`src/rtl/bcd_timer_counter.sv`:
```
// Cascaded BCD stopwatch counter with tick prescaler, capture register and overflow flag.
// Optional macro BCD_SATURATE_EN: hold count at full scale instead of wrapping to zero.
module bcd_timer_counter #(
    parameter int DIGITS   = 4,
    parameter int TICK_DIV = 1
) (
    input  logic                  clk,
    input  logic                  rst_n,
    input  logic                  tick,
    input  logic                  start,
    input  logic                  stop,
    input  logic                  clear,
    output logic [4*DIGITS-1:0]   count,
    output logic [4*DIGITS-1:0]   result,
    output logic                  result_valid,
    output logic                  running,
    output logic                  carry_out,
    output logic                  overflow
);

    localparam int W  = 4 * DIGITS;
    localparam int PW = (TICK_DIV > 1) ? $clog2(TICK_DIV) : 1;
    localparam logic [PW-1:0] PMAX = PW'(TICK_DIV - 1);
    localparam logic [W-1:0]  ALL9 = {DIGITS{4'h9}};

    typedef enum logic [1:0] {
        IDLE = 2'd0,
        RUN  = 2'd1,
        HOLD = 2'd2
    } state_t;

    state_t        state;
    logic [PW-1:0] prescaler;
    logic [W-1:0]  inc;
    logic          cy;

    // Decimal +1 across all digits with a ripple carry.
    always_comb begin
        inc = count;
        cy  = 1'b1;
        for (int i = 0; i < DIGITS; i++) begin
            if (cy) begin
                if (count[4*i +: 4] == 4'h9) begin
                    inc[4*i +: 4] = 4'h0;
                end else begin
                    inc[4*i +: 4] = count[4*i +: 4] + 4'h1;
                    cy            = 1'b0;
                end
            end
        end
    end

    // Control FSM with prescaler, counter, capture and flags, all registered.
    always_ff @(posedge clk or negedge rst_n) begin
        if (!rst_n) begin
            state        <= IDLE;
            prescaler    <= '0;
            count        <= '0;
            result       <= '0;
            result_valid <= 1'b0;
            running      <= 1'b0;
            carry_out    <= 1'b0;
            overflow     <= 1'b0;
        end else begin
            carry_out <= 1'b0;
            if (clear) begin
                state        <= IDLE;
                running      <= 1'b0;
                prescaler    <= '0;
                count        <= '0;
                result       <= '0;
                result_valid <= 1'b0;
                overflow     <= 1'b0;
            end else if (stop && state == RUN) begin
                state        <= HOLD;
                running      <= 1'b0;
                result       <= count;
                result_valid <= 1'b1;
            end else if (start && state != RUN) begin
                state        <= RUN;
                running      <= 1'b1;
                prescaler    <= '0;
                count        <= '0;
                overflow     <= 1'b0;
                result_valid <= 1'b0;
            end else if (start) begin
                // A repeated start while timing leaves everything untouched.
                state <= RUN;
            end else if (tick && state == RUN) begin
                if (prescaler == PMAX) begin
                    prescaler <= '0;
                    if (count == ALL9) begin
`ifdef BCD_SATURATE_EN
                        if (!overflow) begin
                            carry_out <= 1'b1;
                        end
`else
                        carry_out <= 1'b1;
                        count     <= '0;
`endif
                        overflow <= 1'b1;
                    end else begin
                        count <= inc;
                    end
                end else begin
                    prescaler <= prescaler + 1'b1;
                end
            end
        end
    end

endmodule

```
`config.mk`:
```
export PLATFORM = sky130hd
export DESIGN_NAME = bcd_timer_counter
export DESIGN_NICKNAME = d
export VERILOG_FILES = /design/src/rtl/bcd_timer_counter.sv
export SDC_FILE = /design/constraint.sdc
export NUM_CORES = 1
export LEC_CHECK = 0
export ABC_AREA = 1
export CAP_MARGIN = 20
export CORE_MARGIN = 2
export CORE_UTILIZATION = 46
export CTS_CLUSTER_DIAMETER = 30
export DETAILED_ROUTE_END_ITERATION = 12
export PLACE_DENSITY = 0.73
export SYNTH_ARGS = -nofsm -noshare
export SYNTH_HDL_FRONTEND = slang
export SYNTH_SLANG_ARGS = --single-unit
export TNS_END_PERCENT = 30
```
`constraint.sdc`:
```
create_clock -name clk -period 1.7 [get_ports clk]
set_clock_uncertainty 0.2 [all_clocks]
set_input_delay 0.34 -clock clk [delete_from_list [all_inputs] [get_ports clk]]
set_output_delay 0.34 -clock clk [all_outputs]
set_load 0.005 [all_outputs]
```
==> metrics, run 1 <==
clock slew at reported path FFs 0.07 ns; Post-Synthesis Cell Area 1990 µm²; initial core utilization 48.7%; final non-filler cell area 2970 µm²; Syn Area/Cell 8.55 µm²; router iterations before antenna repair 4; post-layout util 72.6%; Crit. End Element output port; PortBufs 41; Iter 0 DRT Violations 100; first-pass GRT wire length 8280 µm; Critical R2R Capture count[14]; IO Pins 42; vias post-DR 1917; Pwr Density 836 nW/µm²; drt drc 0; total chip power 2480 µW; Layout Cells excl Fill 367; synthesized flop and latch total 38; CTS tree built; Setup crit end count[0]; type of the worst setup path reg -> out; slew at the pin closest to its max-slew limit 0.479 ns; area leader, netlist dfrtp_1; fin. max-slew vios 0; ratio of cells with drive above 1 in the final layout 27.1%; Data required, critical path 1.16 ns; drt wl/cell 14.3 µm; Site Rows 23; RSZ-0062 raised after global routing true; final hold vios 0; hold crit path type in -> reg; reg2reg setup slack 0.06 ns; initial antenna violation count 0; Post-Syn Instances 233; via/cell ratio 5.22; period utilization 98.0%; Detail Route Antenna Nets 0; most frequent cells in the layout 39 x nand3_1, 39 x buf_4, 38 x nand2_1; die height 69.8 µm; Routability Congestion 0.814; worst path cell trace buf_4 -> buf_6 -> clkdlybuf4s15_1; placed cells 349; RR Startpoint count[0]; Post-DP HPWL 3440 µm; gr usage total 21.2%; core area 4090 µm²; area of the multi-input gates 986 µm²; Leakage 0.00173 µW; synthesis-to-layout area growth 48.9%; die span in x 69.8 µm; ANT cells 0; number of max-cap violations 0; Yosys top cell area share 47.7%; library cells used by synthesis 25; FF-to-FF path depth 9; largest net degree at the start of global routing 39; Num CTS Buffers 5; grt ovf 0; vias in the first global route 1799; clk root buf clkbuf_8; sequential fraction of the synthesis area 47.7%; HP Start start; worst skew pair latency 0.30 ns; setup violators final 0; crit path DAT 1.13 ns; Rel. slew slack 68.1%; Max VDD drop 0.526 mV; fin nets 330; Max clock buf depth 2; Final min period 1.67 ns; CTS sink cnt 38; Synth Warn # 0; Worst path slowest cell dfrtp_1; FF/Latch Area 957 µm²; Syn Nets 247; DRT Wirelength 5240 µm; # fillers 312; CP startpoint kind flip-flop; die area 4870 µm²; Crit path largest cell delay 0.39 ns; CTS H-tree lvls 2; status completed; Worst Path Max Fanout 5; top post-synthesis cells by area dfrtp_1 48%, nand3_1 10%, nand2_1 7.5%; DP Area 2660 µm²; Critical Path Source count[0]; Peak Freq 600 MHz; hold path cells 2; setup TNS 0 ns
final cells by class:
cell class                      instances  area share, %
Multi-Input combinational cell        166           33.2
Sequential cell                        38           32.3
Timing Repair Buffer                   82           24.6
Inverter                               23           3.00
Clock buffer                            6           2.78
Tap cell                               50           2.11
Clock inverter                          2           2.03
through the flow:
step	hold slack [ns]	worst slack (ns)
floorplan	-0.156	0.110
global placement	0.211	-0.207
detailed placement	0.220	-0.242
CTS	0.321	0.000665
global route	0.209	-0.0883
finish	0.185	0.0340
sequential cells by signal, indices dropped and copies added, names as in the netlist:
register / count
count: 16
result_valid: 1
carry_out: 1
state: 2
overflow: 1
result: 16
running: 1
critical path: cells and delay by family, from the launching register on:
| kind | cells | cell delay [ns] |
|---|---|---|
| buf+inv | 3 | 0.45 |
| flops | 1 | 0.39 |
logic make-up after synthesis:
logic type      count (synthesis)  synth area share [%]
fa+ha+maj                       8                  5.03
buf+inv                        30                  6.72
xor+xnor                        5                  2.20
flops                          38                  47.7
simple gates                  123                  30.9
compound gates                 29                  7.41
how the worst min path moves through the flow:
stage | to
after floorplan | carry_out
after global placement | state[0]
after detailed placement | state[0]
after CTS | overflow
after global routing | state[1]
final | state[1]
timing repair:
| item | CTS | global route |
|---|---|---|
| hold buffers | 1 | 0 |
| hold endpoints to repair | 38 | 0 |
| cloned | 0 | 1 |
| gates resized for setup | 28 | 33 |
| setup endpoints to repair | 22 | 24 |
| pin swaps | 0 | 10 |
| buffers inserted | 4 | 4 |
per-layer routing:
metal	track usage (%)	vias to the layer above	wire length [µm]
met2	35.1	56	2510
li1	-	942	-
met4	5.34	0	45
met5	0	-	0
met3	5.09	5	294
met1	28.0	914	2390
synthesized netlist by cell type (all sizes together):
library cell  count
a21oi             2
buf               6
clkbuf            1
dfrtp            38
ha                8
inv              23
nand2            44
nand3            45
nand4             5
nor2             25
nor3              3
nor3b             1
o21ai            26
o31ai             1
xor2              5
report_power, final:
| group | switching, µW | internal (µW) | leakage, µW |
|---|---|---|---|
| Clock | 334 | 626 | 0.0000714 |
| Combinational | 286 | 246 | 0.00114 |
| Sequential | 37.6 | 951 | 0.000514 |
Note: power is estimated with default switching activity, not from simulation.
==> inputs of run 2 (changes only) <==
ABC_AREA = default   (was 1)
CORE_UTILIZATION = 44   (was 46)
PLACE_DENSITY = 0.72   (was 0.73)
==> run 2 against run 1 <==
The run now ends with negative setup slack left; critical path depth grew 3; non-clock buffer count grew 2; synthesized area shrank 10%; die area shrank 5.6%; cell count shrank 20%; worst setup slack lost 0.32 ns; combinational power shrank 61%; utilization shrank 0.95 points; cell area shrank 4.1%; global-route usage grew 2.6 points; synthesized cell count shrank 32%; critical endpoint is now count[11]; highest routed layer unchanged.
==> metrics, run 2 <==
status finished, violations left; failing checks negative setup slack; Synth async-reset ratio 100%; Crit path largest cell delay 0.51 ns; slew at the pin closest to its max-slew limit 0.407 ns; top post-synthesis cells by area dfrtp_1 53%, a22o_1 7.8%, ha_1 5.6%; Crit. End Element flip-flop; Detail Route Antenna Nets 0; sequential fraction of the synthesis area 53.1%; period utilization 117%; vias in the first global route 1653; grt ovf 0; Final min period 1.98 ns; die span in x 67.8 µm; clk root buf clkbuf_8; top-count cell post-synth dfrtp_1; worst skew pair latency 0.30 ns; initial core utilization 45.1%; Pwr Density 627 nW/µm²; Worst Path Buf+Inv 1; Synth Warn # 0; fin. max-slew vios 0; DP Area 2530 µm²; ANT cells 0; crit path DAT 2.00 ns; most common cell after layout, fill and taps aside dfrtp_1; FF-to-FF path depth 6; final non-filler cell area 2840 µm²; CP startpoint kind flip-flop; hold crit path type reg -> reg; via/cell ratio 5.43; top post-synthesis cells by count 38 x dfrtp_1, 16 x a22o_1, 13 x nor2_1; drt drc 0; Levels on crit path 6; fin nets 258; worst path cell trace inv_1 -> ha_2 -> and4bb_2 -> nand3b_4 -> or4b_4 -> a31oi_4; Routability Congestion 0.825; Worst Path Max Fanout 2; library cells used by synthesis 40; PortBufs 41; total chip power 1780 µW; Post-DP HPWL 3450 µm; synthesis-to-layout area growth 58.7%; synthesized flop and latch total 38; Syn Nets 173; ratio of cells with drive above 1 in the final layout 31.0%; CTS sink cnt 38; setup violators final 18; Max VDD drop 0.526 mV; Num CTS Buffers 5; final hold vios 0; gr usage total 23.8%; Regs by FF count count x16, result x16, state x2; EDFF count, synth 0; type of the worst setup path reg -> reg; number of max-cap violations 0; Yosys top cell area share 53.1%; initial antenna violation count 0; die height 67.8 µm; Post-Synthesis Cell Area 1790 µm²; Post-Syn Instances 159; Worst path slowest cell or4b_4; DRT Wirelength 4950 µm; core area 3970 µm²; first-pass GRT wire length 8030 µm; router iterations before antenna repair 4; Site Rows 23; most frequent cells in the layout 38 x dfrtp_1, 32 x buf_4, 23 x dlygate4sd2_1; IO Pins 42; Data required, critical path 1.72 ns; CTS tree built; drt wl/cell 16.8 µm; Max clock buf depth 2; area leader, netlist dfrtp_1; die area 4600 µm²; Iter 0 DRT Violations 83; ys flop type dfrtp_1; RSZ-0062 raised after global routing true; Leakage 0.00157 µW; CP top delay family simple AND/OR/NAND/NOR gates; Syn Area/Cell 11.3 µm²; Rel. slew slack 72.9%; largest net degree at the start of global routing 24; setup TNS -2.80 ns; final worst slack -0.282 ns; hold path cells 2; CTS H-tree lvls 2; vias post-DR 1602; Peak Freq 505 MHz; clock slew at reported path FFs 0.07 ns
run 2: changes by cell type in the layout (fill, tap and decap cells not counted), sizes merged, moves of 9 or more:
cell and delta:
o21ai -23, nand3 -41, inv -16, nand2 -36, a21oi +9, nor2 -13
a22o +16
run 2: worst paths after layout:
path | start | end | slack [ns]
setup reg to reg | count[1] | count[11] | -0.28
hold / removal | result_valid | result_valid | 0.29
setup / recovery | count[1] | count[11] | -0.28
hold reg to reg | result_valid | result_valid | 0.29
max in group asynchronous | rst_n | result[11] | 0.55
min in group asynchronous | rst_n | result[7] | 0.30
run 2: repair_timing:
item / CTS / global route
pin swaps: 9 / 7
hold buffers: 1 / 0
buffers inserted: 3 / 4
endpoints found under the hold margin: 15 / 0
setup endpoints to repair: 53 / 37
gates resized for setup: 44 / 24
run 2: per-stage QoR:
step                      util [%]  worst slack [ns]  std cells  hold slack [ns]
after floorplan                  -            -0.257        159           -0.156
after global placement        63.8            -0.451        279           0.0804
after detailed placement      63.8            -0.478        279           0.0886
after CTS                     68.9            -0.250        291            0.303
after global routing          71.6            -0.415        295            0.318
final                         71.6            -0.282        295            0.292
run 2: kinds of logic (layout without fill, tap and decap cells):
group	Yosys count	count (layout)	synth area share, %
AOI/OAI and AO/OA	43	43	17.0
xor gates and xnor gates	3	3	1.47
adders and majority gates	8	8	5.59
buffers and inverters	13	99	3.21
DFF	38	38	53.1
muxes	1	1	0.559
and+or+nand+nor	53	53	19.1
run 2: final cells by class:
type                    instances  area (µm²)
multi-input cells             108         936
inverters                       7        26.3
fillers                       278        1130
clock buffers                   7        86.3
repair buffers                 84         777
flip-flops and latches         38         951
clock inverters                 1        5.00
well taps                      50        62.6
run 2: power breakdown:
part | internal (µW) | switching [µW] | total, µW | leakage, µW
clock network | 327 | 320 | 647 | 0.0000482
registers | 916 | 9.88 | 926 | 0.000527
logic | 98.4 | 111 | 209 | 0.000999
run 2: per-layer routing:
layer	track usage (%)	vias to the layer above	wire length, µm
met1	31.4	796	2140
met4	8.25	0	61
met2	39.3	39	2530
li1	-	760	-
met3	4.61	7	214
met5	0	-	0
run 2: worst min-delay path, cell delays in order, from the launching register on:
cell and delay (ns):
dfrtp_1 0.34, nor2_1 0.05, nor2_1 0.07
==> inputs of run 3 (changes only) <==
PLACE_DENSITY = 0.75   (was 0.72)
==> run 3 against run 2 <==
The run still ends with negative setup slack left; worst hold slack improved by 0.0053 ns; non-clock buffer count decreased by 2; clock power increased by 47%; via count increased by 3.6%; utilization increased by 0.22 points; cell area increased by 0.31%; global-route usage decreased by 0.79 points; clock-buffer cell count decreased by 1; routed wire length increased by 6.3%; total power increased by 16%; die area unchanged; flip-flop and latch count unchanged; highest routed layer unchanged.
==> metrics, run 3 (same netlist as run 2, synthesis figures left out) <==
clock share of power 46.0%; Num CTS Buffers 5; reg2reg setup slack -0.20 ns; Worst Path Max Fanout 2; final worst slack -0.204 ns; via/cell ratio 5.67; DRT Wirelength 5260 µm; Final min period 1.90 ns; fin nets 256; wire length on met2 2810 µm; Met3 Wirelength 218 µm; Max VDD drop 0.428 mV; Combinational Power Share 9.2%; Max clock buf depth 2; number of max-cap violations 0; Int Pwr 1630 µW; first-pass GRT wire length 7700 µm; slew at the pin closest to its max-slew limit 0.553 ns; clk root buf clkbuf_8; crit path DAT 1.92 ns; vias post-DR 1660; ratio of cells with drive above 1 in the final layout 31.3%; Rel. slew slack 63.1%; die area 4600 µm²; CTS H-tree lvls 2; ANT cells 0; grt ovf 0; die span in x 67.8 µm; Setup crit end count[11]; PortBufs 41; worst skew pair latency 0.29 ns; initial antenna violation count 0; router iterations before antenna repair 4; Post-DP HPWL 3410 µm; setup TNS -1.37 ns; CP startpoint kind flip-flop; gr usage total 23.0%; most frequent cells in the layout 38 x dfrtp_1, 32 x buf_4, 25 x dlygate4sd2_1; IO Pins 42; Switching Share 21.3%; # fillers 287; core area 3970 µm²; Seq pwr share 44.8%; Crit. End Element flip-flop; Peak Freq 525 MHz; Net Switching 440 µW; period utilization 112%; setup violators final 15; hold crit path type reg -> reg; Pwr Density 724 nW/µm²; CTS tree built; Critical Path Source count[1]; fin. max-slew vios 0; top layer in use met4; Regs by FF count count x16, result x16, state x2; FF-to-FF path depth 6; Iter 0 DRT Violations 97; Leakage 0.00159 µW; failing checks negative setup slack; Site Rows 23; Critical R2R Capture count[11]; Detail Route Antenna Nets 0; status finished, violations left; RSZ-0062 raised after global routing true; CTS sink cnt 38; die height 67.8 µm; Routability Congestion 0.879; Data required, critical path 1.72 ns; drt wl/cell 17.9 µm; drt drc 0; vias in the first global route 1667; wire length on met1 2160 µm; type of the worst setup path reg -> reg; final non-filler cell area 2850 µm²; initial core utilization 45.1%; most common cell after layout, fill and taps aside dfrtp_1; largest net degree at the start of global routing 25; final hold vios 0; RR Startpoint count[1]; clock slew at reported path FFs 0.08 ns; DP Area 2490 µm²; synthesis-to-layout area growth 59.2%
==> run 3: cell count changes in the layout (fill, tap and decap cells not counted), moves of 2 or more <==
cell	delta
dlymetal6s2s_1	+2
bufinv_16	+2
dlygate4sd2_1	+2
buf_12	-2
clkdlybuf4s50_1	-3
==> run 3: metrics by stage <==
step	setup slack, ns	std cells	utilization [%]	hold WS [ns]	total power (µW)
2_1_floorplan	-0.257	159	-	-0.156	1010
3_3_place_gp	-0.455	277	62.8	0.148	1110
4_1_cts	-0.237	291	68.6	0.307	2070
5_1_grt	-0.257	293	71.8	0.323	2130
6_report	-0.204	293	71.8	0.297	2070
3_5_place_dp	-0.520	277	62.8	0.161	1120
==> run 3: power groups by stage <==
stage	combinational, µW	sequential (µW)	clock, µW
final	191	925	950
after global routing	207	926	999
after CTS	184	925	960
after detailed placement	180	941	0
after global placement	173	940	0
after floorplan	58.1	948	0
==> run 3: final cells by class <==
cell class / count / area [µm²] / share of cell area (%)
sequential: 38 / 951 / 33.3
multi-input combinational: 108 / 926 / 32.5
timing repair buffer: 82 / 744 / 26.1
clock buffer: 6 / 82.6 / 2.89
tap: 50 / 62.6 / 2.19
clock inverter: 2 / 60.1 / 2.11
inverter: 7 / 26.3 / 0.921
==> run 3: repair_timing <==
action,4_1_cts,5_1_grt
hold buffers,1,0
buffers inserted,5,2
resized for setup,39,30
hold endpoints to repair,22,0
pin swaps,6,8
endpoints found under the setup margin,61,47
==> run 3: how the worst min path moves through the flow <==
| stage | end | start | slack [ns] | depth (start not counted) |
|---|---|---|---|---|
| global placement | result[14] | rst_n | 0.15 | 1 |
| CTS | result[1] | result[1] | 0.31 | 1 |
| detailed placement | result[14] | rst_n | 0.16 | 1 |
| finish | overflow | overflow | 0.30 | 1 |
| floorplan | carry_out | rst_n | -0.16 | 0 |
| global route | result[8] | result[8] | 0.32 | 1 |
==> run 3: worst max-delay path, stage by stage (launching register included) <==
cell,delay (ns)
dfrtp_1,0.39
inv_2,0.07
ha_4,0.13
and4bb_2,0.30
nand3b_4,0.09
or4b_4,0.48
a31oi_1,0.18
==> run 3: per-layer routing <==
layer / vias up / GRT usage, %
met4: 0 / 8.50
li1: 756 / -
met3: 8 / 5.76
met2: 62 / 41.1
met5: - / 0
met1: 834 / 26.6
